===== src/rtl/iob_pll_drp_reconfig_if.sv =====
`default_nettype none
// ============================================================================
// iob_pll_drp_reconfig_if : divide request, PLL DRP port and PLL RST/LOCKED
// Revision: 1.0
// ============================================================================
interface iob_pll_drp_reconfig_if;
  logic        req_valid_i;
  logic        req_ready_o;
  logic [7:0]  req_div_i;
  logic [6:0]  daddr_o;
  logic [15:0] di_o;
  logic        den_o;
  logic        dwe_o;
  logic [15:0] do_i;
  logic        drdy_i;
  logic        pll_rst_o;
  logic        locked_i;
  logic        busy_o;
  logic        done_o;
  logic        err_o;
  logic [7:0]  cur_div_o;

  modport slave (
    input  req_valid_i, req_div_i, do_i, drdy_i, locked_i,
    output req_ready_o, daddr_o, di_o, den_o, dwe_o, pll_rst_o,
           busy_o, done_o, err_o, cur_div_o
  );

  modport master (
    output req_valid_i, req_div_i, do_i, drdy_i, locked_i,
    input  req_ready_o, daddr_o, di_o, den_o, dwe_o, pll_rst_o,
           busy_o, done_o, err_o, cur_div_o
  );
endinterface
`default_nettype wire


===== src/rtl/iob_pll_drp_reconfig.sv =====
`default_nettype none
// ============================================================================
// iob_pll_drp_reconfig : runtime CLKOUT0 divider reprogramming over PLL DRP
// Revision: 1.0
// ============================================================================
module iob_pll_drp_reconfig #(
  parameter int unsigned DEFAULT_DIV  = 10,
  parameter int unsigned RST_HOLD     = 16,
  parameter int unsigned DRP_TIMEOUT  = 64,
  parameter int unsigned LOCK_TIMEOUT = 65535
) (
  input  logic                    clk_i,
  input  logic                    arst_n_i,
  iob_pll_drp_reconfig_if.slave   bus
);

  localparam int CNT_W = 17;
  localparam logic [CNT_W-1:0] C_ONE       = CNT_W'(1);
  localparam logic [CNT_W-1:0] C_RST_LAST  = CNT_W'(RST_HOLD - 1);
  localparam logic [CNT_W-1:0] C_DRP_LAST  = CNT_W'(DRP_TIMEOUT - 1);
  localparam logic [CNT_W-1:0] C_LOCK_LAST = CNT_W'(LOCK_TIMEOUT - 1);
  localparam logic [6:0]       C_REG1      = 7'h08;
  localparam logic [6:0]       C_REG2      = 7'h09;
  localparam logic [7:0]       C_DEF_DIV   = 8'(DEFAULT_DIV);

  typedef enum logic [3:0] {
    S_IDLE, S_RST, S_RD, S_RD_W, S_WR, S_WR_W, S_LOCK, S_OK, S_FAIL
  } state_t;

  state_t           r_state;
  logic [CNT_W-1:0] r_cnt;
  logic [7:0]       r_div;
  logic [7:0]       r_cur_div;
  logic [6:0]       r_daddr;
  logic [15:0]      r_di;
  logic             r_den, r_dwe, r_pll_rst;
  logic             r_ready, r_busy, r_done, r_err;
  logic             r_lock_meta, r_lock_sync;

  logic [5:0]       w_high, w_low;
  logic             w_edge, w_nocount, w_legal;
  logic [15:0]      w_reg1, w_reg2;

  // Divide 1 is the bypass encoding; otherwise split into high/low counts.
  always_comb begin
    w_high    = r_div[6:1];
    w_low     = 6'(r_div - {2'b00, r_div[6:1]});
    w_edge    = r_div[0];
    w_nocount = 1'b0;
    if (r_div == 8'd1) begin
      w_high    = 6'd1;
      w_low     = 6'd1;
      w_edge    = 1'b0;
      w_nocount = 1'b1;
    end
  end

  assign w_reg1  = (bus.do_i & 16'hF000) | {4'h0, w_high, w_low};
  assign w_reg2  = (bus.do_i & 16'hFF3F) | {8'h00, w_edge, w_nocount, 6'h00};
  assign w_legal = (bus.req_div_i != 8'd0) && (bus.req_div_i <= 8'd126);

  always_ff @(posedge clk_i or negedge arst_n_i) begin
    if (!arst_n_i) begin
      r_lock_meta <= 1'b0;
      r_lock_sync <= 1'b0;
    end else begin
      r_lock_meta <= bus.locked_i;
      r_lock_sync <= r_lock_meta;
    end
  end

  always_ff @(posedge clk_i or negedge arst_n_i) begin
    if (!arst_n_i) begin
      r_state   <= S_IDLE;
      r_cnt     <= '0;
      r_div     <= '0;
      r_cur_div <= C_DEF_DIV;
      r_daddr   <= '0;
      r_di      <= '0;
      r_den     <= 1'b0;
      r_dwe     <= 1'b0;
      r_pll_rst <= 1'b0;
      r_ready   <= 1'b1;
      r_busy    <= 1'b0;
      r_done    <= 1'b0;
      r_err     <= 1'b0;
    end else begin
      r_den  <= 1'b0;
      r_dwe  <= 1'b0;
      r_done <= 1'b0;
      r_err  <= 1'b0;
      case (r_state)
        S_IDLE: begin
          r_cnt <= '0;
          if (bus.req_valid_i) begin
            r_ready <= 1'b0;
            r_busy  <= 1'b1;
            r_div   <= bus.req_div_i;
            if (!w_legal) begin
              r_state <= S_FAIL;
              r_done  <= 1'b1;
              r_err   <= 1'b1;
            end else begin
              r_state   <= S_RST;
              r_pll_rst <= 1'b1;
            end
          end
        end
        S_RST: begin
          if (r_cnt == C_RST_LAST) begin
            r_state <= S_RD;
            r_cnt   <= '0;
            r_den   <= 1'b1;
            r_daddr <= C_REG1;
          end else begin
            r_cnt <= r_cnt + C_ONE;
          end
        end
        S_RD: begin
          r_state <= S_RD_W;
          r_cnt   <= '0;
        end
        S_RD_W: begin
          if (bus.drdy_i) begin
            r_state <= S_WR;
            r_cnt   <= '0;
            r_den   <= 1'b1;
            r_dwe   <= 1'b1;
            r_di    <= (r_daddr == C_REG1) ? w_reg1 : w_reg2;
          end else if (r_cnt == C_DRP_LAST) begin
            r_state   <= S_FAIL;
            r_cnt     <= '0;
            r_pll_rst <= 1'b0;
            r_done    <= 1'b1;
            r_err     <= 1'b1;
          end else begin
            r_cnt <= r_cnt + C_ONE;
          end
        end
        S_WR: begin
          r_state <= S_WR_W;
          r_cnt   <= '0;
        end
        S_WR_W: begin
          if (bus.drdy_i) begin
            r_cnt <= '0;
            if (r_daddr == C_REG1) begin
              r_state <= S_RD;
              r_den   <= 1'b1;
              r_daddr <= C_REG2;
            end else begin
              r_state   <= S_LOCK;
              r_pll_rst <= 1'b0;
            end
          end else if (r_cnt == C_DRP_LAST) begin
            r_state   <= S_FAIL;
            r_cnt     <= '0;
            r_pll_rst <= 1'b0;
            r_done    <= 1'b1;
            r_err     <= 1'b1;
          end else begin
            r_cnt <= r_cnt + C_ONE;
          end
        end
        S_LOCK: begin
          if (r_lock_sync) begin
            r_state   <= S_OK;
            r_cnt     <= '0;
            r_done    <= 1'b1;
            r_cur_div <= r_div;
          end else if (r_cnt == C_LOCK_LAST) begin
            r_state <= S_FAIL;
            r_cnt   <= '0;
            r_done  <= 1'b1;
            r_err   <= 1'b1;
          end else begin
            r_cnt <= r_cnt + C_ONE;
          end
        end
        S_OK, S_FAIL: begin
          r_state <= S_IDLE;
          r_cnt   <= '0;
          r_ready <= 1'b1;
          r_busy  <= 1'b0;
        end
        default: begin
          r_state   <= S_IDLE;
          r_cnt     <= '0;
          r_pll_rst <= 1'b0;
          r_ready   <= 1'b1;
          r_busy    <= 1'b0;
        end
      endcase
    end
  end

  assign bus.req_ready_o = r_ready;
  assign bus.busy_o      = r_busy;
  assign bus.done_o      = r_done;
  assign bus.err_o       = r_err;
  assign bus.daddr_o     = r_daddr;
  assign bus.di_o        = r_di;
  assign bus.den_o       = r_den;
  assign bus.dwe_o       = r_dwe;
  assign bus.pll_rst_o   = r_pll_rst;
  assign bus.cur_div_o   = r_cur_div;

endmodule
`default_nettype wire


===== src/flat_wrapper.sv =====
// flat-port wrapper written by rule: the top's interface ports become plain ports
module iob_pll_drp_reconfig_flat 
#(
  parameter int unsigned DEFAULT_DIV  = 10,
  parameter int unsigned RST_HOLD     = 16,
  parameter int unsigned DRP_TIMEOUT  = 64,
  parameter int unsigned LOCK_TIMEOUT = 65535
)
  (clk_i, arst_n_i, bus_req_valid_i, bus_req_div_i, bus_do_i, bus_drdy_i, bus_locked_i, bus_req_ready_o, bus_daddr_o, bus_di_o, bus_den_o, bus_dwe_o, bus_pll_rst_o, bus_busy_o, bus_done_o, bus_err_o, bus_cur_div_o);
  iob_pll_drp_reconfig_if bus_i ();
  input  logic clk_i;
  input  logic arst_n_i;
  input wire logic [$bits(bus_i.req_valid_i)-1:0] bus_req_valid_i;
  input wire logic [$bits(bus_i.req_div_i)-1:0] bus_req_div_i;
  input wire logic [$bits(bus_i.do_i)-1:0] bus_do_i;
  input wire logic [$bits(bus_i.drdy_i)-1:0] bus_drdy_i;
  input wire logic [$bits(bus_i.locked_i)-1:0] bus_locked_i;
  output wire logic [$bits(bus_i.req_ready_o)-1:0] bus_req_ready_o;
  output wire logic [$bits(bus_i.daddr_o)-1:0] bus_daddr_o;
  output wire logic [$bits(bus_i.di_o)-1:0] bus_di_o;
  output wire logic [$bits(bus_i.den_o)-1:0] bus_den_o;
  output wire logic [$bits(bus_i.dwe_o)-1:0] bus_dwe_o;
  output wire logic [$bits(bus_i.pll_rst_o)-1:0] bus_pll_rst_o;
  output wire logic [$bits(bus_i.busy_o)-1:0] bus_busy_o;
  output wire logic [$bits(bus_i.done_o)-1:0] bus_done_o;
  output wire logic [$bits(bus_i.err_o)-1:0] bus_err_o;
  output wire logic [$bits(bus_i.cur_div_o)-1:0] bus_cur_div_o;
  assign bus_i.req_valid_i = bus_req_valid_i;
  assign bus_i.req_div_i = bus_req_div_i;
  assign bus_i.do_i = bus_do_i;
  assign bus_i.drdy_i = bus_drdy_i;
  assign bus_i.locked_i = bus_locked_i;
  assign bus_req_ready_o = bus_i.req_ready_o;
  assign bus_daddr_o = bus_i.daddr_o;
  assign bus_di_o = bus_i.di_o;
  assign bus_den_o = bus_i.den_o;
  assign bus_dwe_o = bus_i.dwe_o;
  assign bus_pll_rst_o = bus_i.pll_rst_o;
  assign bus_busy_o = bus_i.busy_o;
  assign bus_done_o = bus_i.done_o;
  assign bus_err_o = bus_i.err_o;
  assign bus_cur_div_o = bus_i.cur_div_o;
  iob_pll_drp_reconfig #(.DEFAULT_DIV(DEFAULT_DIV), .RST_HOLD(RST_HOLD), .DRP_TIMEOUT(DRP_TIMEOUT), .LOCK_TIMEOUT(LOCK_TIMEOUT)) u_core (.clk_i(clk_i), .arst_n_i(arst_n_i), .bus(bus_i));
endmodule

===== config.mk =====
export PLATFORM = sky130hd
export DESIGN_NAME = iob_pll_drp_reconfig_flat
export DESIGN_NICKNAME = d
export VERILOG_FILES = /design/src/rtl/iob_pll_drp_reconfig_if.sv /design/src/rtl/iob_pll_drp_reconfig.sv /design/src/flat_wrapper.sv
export SDC_FILE = /design/constraint.sdc
export NUM_CORES = 1
export LEC_CHECK = 0
export CORE_MARGIN = 1
export CORE_UTILIZATION = 63
export DETAILED_ROUTE_END_ITERATION = 16
export DONT_BUFFER_PORTS = 1
export GPL_TIMING_DRIVEN = 1
export HOLD_SLACK_MARGIN = 0.03
export MAX_ROUTING_LAYER = met4
export PLACE_DENSITY = 0.79
export SETUP_SLACK_MARGIN = 0.05
export SYNTH_ARGS = -nofsm -noshare
export SYNTH_HDL_FRONTEND = slang
export SYNTH_SLANG_ARGS = --single-unit

===== constraint.sdc =====
create_clock -name clk_i -period 2.7 [get_ports clk_i]
set_clock_uncertainty 0.1 [all_clocks]
set_input_delay 0.81 -clock clk_i [delete_from_list [all_inputs] [get_ports clk_i]]
set_output_delay 0.81 -clock clk_i [all_outputs]
set_load 0.02 [all_outputs]

Word-level counts from Yosys, hierarchy flattened
Cells that the tools add are included.
{"block": "totals", "memories": 0, "output_inout_bits": 38, "in_bits": 29, "latch_bits": 0, "mem_bits_rw": 0, "mem_bits_ro": 0, "ff_bits": 69}
{"block": "op_classes", "add_sub_neg": 2, "reduce_logical": 14, "n_eq_ne": 21, "n_bitwise": 4, "n_mux": 51, "magnitude_cmp": 1, "div_mod_pow": 0, "shift": 0, "n_mul": 0}
{"op": "$mux W17", "count": 5}
{"op": "$pmux W17 S3", "count": 1}
{"op": "$mux W4", "count": 8}
{"op": "$pmux W4 S7", "count": 1}
{"op": "$mux W1", "count": 22}
{"op": "$mux W7", "count": 3}
{"op": "$add A17 B1 Y17 const B", "count": 1}
{"op": "$eq A17 B16 Y1 const B", "count": 1}
{"op": "$eq A17 B4 Y1 const B", "count": 1}
{"op": "$eq A17 B6 Y1 const B", "count": 1}
{"op": "$eq A4 B3 Y1 const B", "count": 4}
{"op": "$mux W16", "count": 1}
{"op": "$or A16 B12 Y16", "count": 1}
{"op": "$or A16 B8 Y16", "count": 1}
{"op": "$pmux W7 S2", "count": 1}
{"op": "$mux W6", "count": 2}
{"op": "$reduce_or A6 Y1", "count": 2}
{"op": "$pmux W1 S3", "count": 3}
{"op": "$eq A4 B2 Y1 const B", "count": 2}
{"op": "$eq A8 B1 Y1 const B", "count": 1}
{"op": "$le A8 B7 Y1 const B", "count": 1}
{"op": "$reduce_and A2 Y1", "count": 4}
{"op": "$reduce_bool A8 Y1", "count": 1}
{"op": "$eq A7 B4 Y1 const B", "count": 1}
{"op": "other kinds (18)", "count": 24}

Logic depth before layout (Yosys ltp)
{"block": "depth", "depth_word": 5, "depth_mapped": 8, "ltp_nobuf": 8}

Least setup slack after synthesis
Ideal clock, no wire load.
{"block": "synth_path", "path_kind": "input to register", "startpoint": "in bus_req_div_i[3]", "endpoint": "reg u_core.r_state[0]", "cell_stages": 5, "t_arrival_ps": 2019, "path_buffers": 0, "slack_ps": 463, "setup_ps": 118, "path_cell_list": "or4_1 -> nor4_2 -> a22oi_1 -> a32o_1 -> a21o_1"}
{"block": "synth_via", "elab_chain_cells": 5}
{"element": "start, declared", "line_no": "flat_wrapper.sv:14", "source": "input wire logic [$bits(bus_i.req_div_i)-1:0] bus_req_div_i;"}
{"element": "$le A8 B7 Y1 or $reduce_bool A8 Y1 (tied branches)", "line_no": "iob_pll_drp_reconfig.sv:60", "source": "assign w_legal = (bus.req_div_i != 8'd0) && (bus.req_div_i <= 8'd126);"}
{"element": "$logic_and A1 B1 Y1 (*)", "line_no": "iob_pll_drp_reconfig.sv:60"}
{"element": "$mux W4 (*)", "line_no": "iob_pll_drp_reconfig.sv:99", "source": "if (!w_legal) begin"}
{"element": "$mux W4 (*)", "line_no": "iob_pll_drp_reconfig.sv:95", "source": "if (bus.req_valid_i) begin"}
{"element": "$pmux W4 S7 (*)", "line_no": "iob_pll_drp_reconfig.sv:92", "source": "case (r_state)"}
{"element": "end signal, assigned", "line_no": "iob_pll_drp_reconfig.sv:100", "source": "r_state <= S_FAIL;"}
{"element": "end signal, assigned", "line_no": "iob_pll_drp_reconfig.sv:104", "source": "r_state <= S_RST;"}
{"element": "end signal, assigned", "line_no": "iob_pll_drp_reconfig.sv:111", "source": "r_state <= S_RD;"}
{"element": "end, declared", "line_no": "iob_pll_drp_reconfig.sv:30", "source": "state_t r_state;"}
Every way passes the cells marked *; elsewhere a longest branch is shown, timed or not. The select of a mux whose other input is x is not followed.
A chain may end at the register's enable or synchronous reset.

Worst setup path after layout
{"block": "layout_path", "startpoint": "reg u_core.r_cnt[0]", "endpoint": "reg u_core.r_cnt[2]"}
{"block": "layout_via", "elab_chain_cells": 4}
{"element": "start, declared", "line_no": "iob_pll_drp_reconfig.sv:31", "source": "logic [CNT_W-1:0] r_cnt;"}
{"element": "start signal, assigned", "line_no": "iob_pll_drp_reconfig.sv:116", "source": "r_cnt <= r_cnt + C_ONE;"}
{"element": "start signal, assigned", "line_no": "iob_pll_drp_reconfig.sv:137", "source": "r_cnt <= r_cnt + C_ONE;"}
{"element": "start signal, assigned", "line_no": "iob_pll_drp_reconfig.sv:162", "source": "r_cnt <= r_cnt + C_ONE;"}
{"element": "$add A17 B1 Y17 (tied with other cells)"}
{"element": "$mux W17 (on tied branches)", "line_no": "iob_pll_drp_reconfig.sv:171, iob_pll_drp_reconfig.sv:130, iob_pll_drp_reconfig.sv:155"}
{"element": "$mux W17 (on tied branches)", "line_no": "iob_pll_drp_reconfig.sv:166, iob_pll_drp_reconfig.sv:124"}
{"element": "$pmux W17 S3 (*)", "line_no": "iob_pll_drp_reconfig.sv:92"}
Every way passes the cells marked *; elsewhere a longest branch is shown, timed or not.

==> summary.txt <==
via count: 2,494
pwr dens: 1088 mW/mm²
post-synthesis cell type count: 57
Synth Flop Type: dfrtp_1
RSZ-0062 raised after global routing: false
CTS Hold Bufs: 0
worst-path cell chain: ha_1 > and3_1 > and3_2 > nand2_2 > a221oi_4 > buf_4 > nor2_1
warnings from Yosys: 0
DIE AREA: 0.005639 mm²
CP Capture Type: flip-flop
register area share after synthesis: 47.70%
Routed WL: 6.833 mm
Register Area: 0.001605 mm²
Ant. Diodes: 0
Final Cycle Share: 80.46%
Core Rows: 26
status: finished, final reports clean
Util after Layout: 69.55%
Via-to-Cell Ratio: 5.896
vias in the first global route: 2,341
CTS resizes: 0
Skew-Pair Late Insertion Delay: 0.35 ns
final hold vios: 0
Setup TNS: 0 ns
GR Overflow Total: 0
commonest non-fill, non-tap cell in the layout: dfrtp_1
pin count of the biggest net entering global routing: 65
Worst path slowest cell: dfrtp_1
crit path time final: 2.172 ns
CP required: 2.82 ns
max_cap viols: 0
Die Y: 75.09 µm
layout cells sized above 1: 13.88%
CTS buffer count: 9
P_leak: 1.529 nW
Post-Layout Cell Count: 423
Root Buffer: clkbuf_8
GRT Total Usage: 27.41%
gp weighted congestion: 0.8716
Final Slew Violations: 0
worst-path maximum fanout: 17
Arr. time, crit path: 2.29 ns
DRC Markers: 0
antenna violations before repair: 0
Worst VDD drop: 0.4846 mV
antenna viol nets, final: 0
most frequent cells in the layout: 61 x dfrtp_1, 38 x nand2_1, 37 x nor2_1
WP buf/inv: 1
Top Ports: 67
worst reg2reg path endpoint: u_core.r_cnt[2]
Yosys reg bits: 64
Slew @ Worst Pin: 0.5523 ns
DRT Pass-1 Iters: 4
Worst slew margin: 63.08%
# clock sinks: 64
I/O Buffers: 0
area occupied by multi-input gates: 0.001638 mm²
CP startpoint kind: flip-flop
Critical Path Start: u_core.r_cnt[0]
number of fill cells: 409
cell depth of the worst flop-to-flop path: 7
Placed Area: 0.003387 mm²
CTS Buffer Depth: 2
CP max stage delay: 0.43 ns
NumNets Final: 388
Die X: 75.09 µm
DP HPWL: 4.729 mm
synthesis-to-finish area growth: 6.208%
Post-synth EDFFs: 0
Syn Area/Cell: 9.672 µm²
clk slew on worst S/H paths: 0.08 ns
Initial Util: 65.48%
Crit Path Category: flip-flop to flip-flop
first-pass GRT wire length: 11.01 mm
CTS tree: yes
Worst Hold Class: input port to async pin
Reg-to-Reg Start: u_core.r_cnt[0]
FMAX: 460.3 MHz
critical path depth in cells: 7
postcts setup bufs: 0
Final setup viols: 0
DP Cell Count: 407
starting DRC count in detailed routing: 169
DR WL/cell: 16.15 µm
core area: 0.005140 mm²
design area: 0.003575 mm²
synthesized area: 0.003366 mm²
cell family with most CP delay: simple AND/OR/NAND/NOR gates
R2R Setup Slk: 0.53 ns
Synth Instances: 348
CTS H-tree depth: 3
post-synthesis async set-or-reset flop share: 100.0%
[power breakdown]
| part | internal [mW] | total [mW] | switching [mW] |
|---|---|---|---|
| clock | 0.421 | 0.791 | 0.370 |
| combinational | 0.564 | 1.30 | 0.732 |
| sequential | 1.27 | 1.80 | 0.537 |
| total | 2.25 | 3.89 | 1.64 |
[area by class of cell]
type,count,share of cell area [%]
multi-input cells,260,45.82
well taps,70,2.450
flip-flops and latches,64,44.91
clock inverters,6,1.680
inverters,11,1.155
repair buffers,2,0.4200
clock buffers,10,3.570
[metrics by stage]
stage                     setup slack [ns]  hold slack (ns)  power, mW
after detailed placement            0.2936           0.2457      3.097
after CTS                           0.5152          0.04938      3.900
after global placement              0.3016           0.2358      3.033
after global routing                0.3332          0.04843      4.174
after floorplan                     0.4633           0.2312      2.813
final                               0.5276          0.04919      3.890
[how the worst max path moves through the flow]
stage	endpoint	slack [ns]
5_1_grt	u_core.bus.di_o[5]	0.33
3_5_place_dp	u_core.r_state[0]	0.29
3_3_place_gp	u_core.r_state[0]	0.30
4_1_cts	u_core.r_cnt[2]	0.52
6_report	u_core.r_cnt[2]	0.53
2_1_floorplan	u_core.r_state[0]	0.46
[per-layer routing]
metal | track usage [%] | vias to the layer above | routed length (µm)
met5 | - | - | 0
met4 | 13.21 | 0 | 131
met3 | 6.024 | 16 | 441
met2 | 44.04 | 75 | 3320
met1 | 32.78 | 1194 | 2941
li1 | - | 1209 | -
[flip-flops by register name, summed over array words and instances (netlist names)]
signal,flops
u_core.bus.done_o,1
u_core.bus.req_ready_o,1
u_core.r_lock_sync,1
u_core.r_div,8
u_core.bus.cur_div_o,8
u_core.bus.den_o,1
u_core.r_lock_meta,1
u_core.bus.pll_rst_o,1
u_core.bus.daddr_o,2
u_core.r_state,4
u_core.r_cnt,17
u_core.bus.dwe_o,1
u_core.bus.busy_o,1
u_core.bus.err_o,1
u_core.bus.di_o,16
[synthesized netlist by cell type (5+ instances only)]
| cell | count | area, µm² |
|---|---|---|
| nor2_1 | 37 | 138.9 |
| ha_1 | 10 | 125.1 |
| dfrtp_1 | 61 | 1526 |
| nor3_1 | 6 | 30.03 |
| nand4_1 | 6 | 37.54 |
| xor2_1 | 9 | 78.83 |
| nand3_1 | 12 | 60.06 |
| nor2b_1 | 7 | 43.79 |
| buf_4 | 5 | 37.54 |
| o21ai_0 | 22 | 110.1 |
| o31ai_1 | 5 | 37.54 |
| nor2_2 | 11 | 68.82 |
| a21oi_1 | 20 | 100.1 |
| mux2_2 | 10 | 112.6 |
| xnor2_1 | 10 | 87.58 |
| clkbuf_1 | 9 | 33.78 |
| nand2_1 | 38 | 142.6 |
| inv_1 | 11 | 41.29 |
| nand2b_1 | 6 | 37.54 |
[kinds of logic (layout without fill, tap and decap cells)]
group	Yosys count	after routing	share of synthesized area, %
and+or+nand+nor	146	146	22.34
adders and majority gates	11	11	4.312
other	1	5	0.1114
muxes	10	10	3.346
AOI/OAI and AO/OA	69	69	13.16
xor gates and xnor gates	19	19	4.944
buffers and inverters	28	29	4.089
DFF	64	64	47.70
[worst reg2reg max path, cell delays in order (launching register included)]
cell,delay (ns)
dfrtp_1,0.43
ha_1,0.23
and3_1,0.25
and3_2,0.26
nand2_2,0.12
a221oi_4,0.30
buf_4,0.29
nor2_1,0.08
Note: power is estimated with default switching activity, not from simulation.
